===== src/rtl/fifo_rd_pkg.sv =====
// Shared types and defaults for the FIFO read-side drain engine.
// The framing state, default sizes and buffer entry layout live here.
package fifo_rd_pkg;

    localparam int DEF_WIDTH = 16;
    localparam int DEF_BURST = 4;
    localparam int DEF_CNT_W = 16;

    typedef enum logic {
        IDLE     = 1'b0,
        IN_FRAME = 1'b1
    } frame_state_e;

    typedef struct packed {
        logic [DEF_WIDTH-1:0] data;
        logic                 sop;
        logic                 eop;
    } entry_t;

endpackage


===== src/rtl/fifo_rd_skid.sv =====
// Two-entry registered buffer with push/pop/flush.
// Entry 0 is always the head; entry 1 is only meaningful when occ is 2.
module fifo_rd_skid #(
    parameter int W = 18
) (
    input  logic         clk,
    input  logic         rst,
    input  logic         push,
    input  logic         pop,
    input  logic         flush,
    input  logic [W-1:0] din,
    output logic [W-1:0] head,
    output logic [1:0]   occ
);

    logic [W-1:0] ent0_q, ent0_d;
    logic [W-1:0] ent1_q, ent1_d;
    logic [1:0]   occ_q, occ_d;
    logic         do_pop;

    always_comb begin
        ent0_d = ent0_q;
        ent1_d = ent1_q;
        occ_d  = occ_q;
        do_pop = pop && (occ_q != 2'd0);
        if (flush) begin
            occ_d = 2'd0;
        end else if (push && do_pop) begin
            // Head leaves, tail fills: occupancy unchanged, order kept.
            if (occ_q == 2'd1) begin
                ent0_d = din;
            end else begin
                ent0_d = ent1_q;
                ent1_d = din;
            end
        end else if (push) begin
            if (occ_q == 2'd0) begin
                ent0_d = din;
            end else begin
                ent1_d = din;
            end
            occ_d = occ_q + 2'd1;
        end else if (do_pop) begin
            ent0_d = ent1_q;
            occ_d  = occ_q - 2'd1;
        end
    end

    always_ff @(posedge clk or posedge rst) begin
        if (rst) begin
            ent0_q <= '0;
            ent1_q <= '0;
            occ_q  <= 2'd0;
        end else begin
            ent0_q <= ent0_d;
            ent1_q <= ent1_d;
            occ_q  <= occ_d;
        end
    end

    assign head = ent0_q;
    assign occ  = occ_q;

endmodule


===== src/rtl/fifo_rd_stream.sv =====
// FIFO read-side drain engine: reads words into a 2-entry buffer and
// streams them out as valid/ready bursts with start/end markers.
module fifo_rd_stream
    import fifo_rd_pkg::*;
#(
    parameter int WIDTH = DEF_WIDTH,
    parameter int BURST = DEF_BURST,
    parameter int CNT_W = DEF_CNT_W
) (
    input  logic             clk,
    input  logic             rst,
    output logic             fifo_rd_en,
    input  logic             fifo_empty,
    input  logic [WIDTH-1:0] fifo_data,
    output logic             m_valid,
    input  logic             m_ready,
    output logic [WIDTH-1:0] m_data,
    output logic             m_sop,
    output logic             m_eop,
    input  logic             flush,
    output logic             busy,
    output logic [CNT_W-1:0] rd_count
);

    localparam int IDX_W = (BURST > 1) ? $clog2(BURST) : 1;
    localparam logic [IDX_W-1:0] LAST = IDX_W'(BURST - 1);

    typedef struct packed {
        logic [WIDTH-1:0] data;
        logic             sop;
        logic             eop;
    } word_t;

    frame_state_e     state_q, state_d;
    logic [IDX_W-1:0] idx_q, idx_d;
    logic [CNT_W-1:0] cnt_q, cnt_d;
    logic [1:0]       occ;
    word_t            push_w;
    word_t            head_w;
    logic             push;
    logic             pop;
    logic             is_last;

    // Read strobe never looks at m_ready, only registered occupancy.
    assign fifo_rd_en = !fifo_empty && (occ != 2'd2) && !flush;
    assign push       = fifo_rd_en;
    assign pop        = m_valid && m_ready;
    assign is_last    = (idx_q == LAST);

    always_comb begin
        push_w.data = fifo_data;
        push_w.sop  = (idx_q == '0);
        push_w.eop  = is_last;
        idx_d       = idx_q;
        state_d     = state_q;
        cnt_d       = cnt_q;
        if (flush) begin
            idx_d   = '0;
            state_d = IDLE;
        end else if (push) begin
            cnt_d = cnt_q + CNT_W'(1);
            if (is_last) begin
                idx_d   = '0;
                state_d = IDLE;
            end else begin
                idx_d   = idx_q + IDX_W'(1);
                state_d = IN_FRAME;
            end
        end
    end

    always_ff @(posedge clk or posedge rst) begin
        if (rst) begin
            state_q <= IDLE;
            idx_q   <= '0;
            cnt_q   <= '0;
        end else begin
            state_q <= state_d;
            idx_q   <= idx_d;
            cnt_q   <= cnt_d;
        end
    end

    fifo_rd_skid #(
        .W($bits(word_t))
    ) u_skid (
        .clk  (clk),
        .rst  (rst),
        .push (push),
        .pop  (pop),
        .flush(flush),
        .din  (push_w),
        .head (head_w),
        .occ  (occ)
    );

    assign m_valid  = (occ != 2'd0);
    assign m_data   = head_w.data;
    assign m_sop    = head_w.sop && m_valid;
    assign m_eop    = head_w.eop && m_valid;
    assign busy     = (occ != 2'd0) || (state_q == IN_FRAME);
    assign rd_count = cnt_q;

endmodule


===== config.mk =====
export PLATFORM = sky130hd
export DESIGN_NAME = fifo_rd_stream
export DESIGN_NICKNAME = d
export VERILOG_FILES = /design/src/rtl/fifo_rd_pkg.sv /design/src/rtl/fifo_rd_skid.sv /design/src/rtl/fifo_rd_stream.sv
export SDC_FILE = /design/constraint.sdc
export NUM_CORES = 1
export LEC_CHECK = 0
export CAP_MARGIN = 0
export CORE_MARGIN = 1.5
export CORE_UTILIZATION = 54
export CTS_CLUSTER_DIAMETER = 50
export DETAILED_ROUTE_END_ITERATION = 8
export PLACE_DENSITY_LB_ADDON = 0.12
export SLEW_MARGIN = 20
export SYNTH_ARGS = -nofsm -noshare
export SYNTH_HDL_FRONTEND = slang
export SYNTH_SLANG_ARGS = --single-unit

===== constraint.sdc =====
create_clock -name clk -period 3.1 [get_ports clk]
set_input_delay 0.465 -clock clk [delete_from_list [all_inputs] [get_ports clk]]
set_output_delay 0.465 -clock clk [all_outputs]
set_load 0.03 [all_outputs]

==> results.txt <==
run status - complete, no violations
Vias per Instance - 5.087
final hold viol count - 0
Area Overhead vs Synth - 27.78%
area occupied by multi-input gates - 0.001059 sq mm
slowest stage delay, CP - 0.70 ns
io pins - 58
DRC Markers - 0
input/output buffers - 57
post-synthesis instance total - 234
Distinct cells, synth - 35
number of enable flip-flop cells after synthesis - 0
Worst Path Buf+Inv - 2
fillers - 385
Relative slew margins - 0.5259
RSZ-0062 raised after global routing - false
Synth Area in XOR/XNOR - 0.05239
CP max-delay cell - clkdlybuf4s50_1
diodes inserted - 0
non-filler cells, final - 357
Min-Delay Path Class - register to register
Max Slew Vio Count - 0
Resize count post-CTS - 0
Cells after DPL - 341
Cell Pwr Density - 961.9 mW/mm^2
via count - 1,816
Clk pin slew, worst setup/hold paths - 0.06 ns
crit share post-route - 0.7852
initial DRC count - 92
initial antenna violation count - 0
post-DP HPWL - 3286 microns
Simple-Gate Fraction of Synth Area - 0.1137
top-count cell post-synth - dfrtp_1
Antenna Nets Post-Route - 0
Die W - 73.39 microns
Post-CTS Repair Setup Buffers - 0
post-synthesis async set-or-reset flop share - 1.000
critical path arrival - 1.97 ns
critical path peak fanout - 7
crit-path leading delay family - buffers and inverters
startpoint type of the worst setup path - register
Slew @ Worst Pin - 0.7101 ns
Sw Pwr - 1.189 mW
Comb pwr share - 0.417
total track usage - 0.2020
top cells by count, synth - 57 x dfrtp_1, 27 x nor2_1, 21 x a21oi_1
Power Internal - 2.099 mW
largest family of logic cells by synthesized area - multiplexers
fmax - 410.8 MHz
First-pass DRT Iterations - 4
global-route wire length before repair - 8010 microns
wire per inst - 13.56 microns
adder-cell share of the synthesized area - 0.02806
kind of critical path - register to primary output
number of global-route vias before repair - 1,744
CP endpoint kind - primary output
Net Sw Frac - 0.3617
TritonCTS clock tree - done
CTS Hold Bufs - 0
layout cell share with drive strength beyond 1 - 0.1586
post-synthesis sequential area ratio - 0.5332
Yosys warning count - 0
clock skew - 0.004781 ns
Avg Cell Area, Syn - 11.43 sq um
share of power burned in registers - 0.365
GPL Wtd Cong - 0.7614
Detailed Route WL - 4840 microns
CP Cell Sequence - inv_1 > ha_1 > nor3_2 > clkdlybuf4s50_1
flops & latches, synth - 57
clock share of power - 0.218
Max Root-Sink Buffers - 2
maxcap violations - 0
H-tree depth - 3
clock sinks - 57
worst path required time - 2.63 ns
die area - 0.005385 sq mm
grt ovf - 0
VDD IR-drop max - 0.6505 mV
Root Driver - clkbuf_8
Synth Flop Type - dfrtp_1
pin count of the biggest net entering global routing - 37
chip height - 73.39 microns
ranking of synthesized cells by area - dfrtp_1 53%, mux2_2 8.0%, mux2i_1 6.7%
Worst-Skew Late Latency - 0.33 ns
final setup fails - 0
Layout Nets - 312
post-synthesis compound-gate area fraction - 0.05426
area leader, netlist - dfrtp_1
Cell Rows - 25
Initial Util - 0.5626
Setup TNS - 0 ns
core area - 0.004755 sq mm
top cell type's share of synthesized area - 0.5332
post-synthesis mux area share - 0.1473
cell area after synthesis - 0.002675 sq mm
Register Area - 0.001426 sq mm
CTS Buf Count - 9
Leak Pwr - 1.468 nW
fin crit period - 2.434 ns
syn_nets - 261
## final timing paths
check / startpoint / end / slack [ns] / cells after the start
max in group asynchronous: rst / u_skid.head[0] / 1.84 / 3
worst max-delay path: u_skid.occ[0] / fifo_rd_en / 0.67 / 4
worst min-delay path: rd_count[15] / rd_count[15] / 0.48 / 1
worst max register to register: u_skid.occ[0] / rd_count[13] / 0.87 / 6
min in group asynchronous: rst / rd_count[6] / 0.57 / 2
worst min register to register: rd_count[15] / rd_count[15] / 0.48 / 1
## state kept, by name, summed over array words and instances (netlist names)
register / flops
idx_q: 2
u_skid.ent1_q: 18
u_skid.head: 18
u_skid.occ: 2
state_q: 1
rd_count: 16
## power groups by stage
stage	logic (mW)	clock network, mW	registers [mW]
2_1_floorplan	1.00	0	1.24
3_3_place_gp	1.36	0	1.20
3_5_place_dp	1.38	0	1.22
4_1_cts	1.39	0.734	1.20
5_1_grt	1.49	0.757	1.24
6_report	1.37	0.716	1.20
## stage by stage
stage	worst slack [ns]	total power, mW	util	instance area (sq um)	hold WS [ns]
final	0.6660	3.288	0.7189	3418	0.4826
after global routing	0.5530	3.483	0.7189	3418	0.4944
after CTS	0.6425	3.324	0.7189	3418	0.4853
after detailed placement	0.5272	2.598	0.6753	3211	0.4770
after global placement	0.5837	2.560	0.6753	3211	0.4763
after floorplan	0.7111	2.244	-	2675	0.4787
## layout by cell type, fill, tap and decap left out, types with 2 or more instances in the layout
master           Yosys  routed
dfrtp_1             57      57
clkdlybuf4s50_1      0      57
nor2_1              27      27
a21oi_1             21      21
mux2_2              19      19
mux2i_1             18      18
clkbuf_8             0      12
nand2_1             10      10
xnor2_1              9       9
xor2_1               7       7
nand3_1              6       6
inv_1                7       6
ha_1                 6       6
buf_4               18       6
nand2b_1             2       2
nand4_1              2       2
o21ai_0              2       2
nor2b_1              2       2
clkbuf_1             2       2
## final cells by class
| type | count | share of cell area |
|---|---|---|
| Sequential cell | 57 | 0.4173 |
| Multi-Input combinational cell | 147 | 0.3097 |
| Timing Repair Buffer | 63 | 0.1801 |
| Clock buffer | 14 | 0.05051 |
| Tap cell | 67 | 0.02452 |
| Clock inverter | 2 | 0.01025 |
| Inverter | 7 | 0.007687 |
## worst reg2reg max path, delay by kind of cell, from the launching register on
| family | cells | cell delay, ns |
|---|---|---|
| flip-flops | 1 | 0.35 |
| XOR/XNOR | 1 | 0.15 |
| AND/OR/NAND/NOR | 3 | 1.24 |
| adder cells (fa/ha/maj) | 1 | 0.29 |
| buffers and inverters | 1 | 0.08 |
## kinds of logic (layout without fill, tap and decap cells)
kind of cell / count (synthesis) / after routing
AOI/OAI and AO/OA: 27 / 27
xor gates and xnor gates: 16 / 16
adders and majority gates: 6 / 6
buffers and inverters: 30 / 86
DFF: 57 / 57
muxes: 37 / 37
and+or+nand+nor: 61 / 61
## metal layers
metal / wire length [microns] / GRT usage / up-vias
met5: 0 / 0 / -
met4: 83 / 0.1049 / 0
met3: 179 / 0.05213 / 8
met2: 2269 / 0.3222 / 40
met1: 2307 / 0.2536 / 880
li1: - / - / 888
Note: power is estimated with default switching activity, not from simulation.
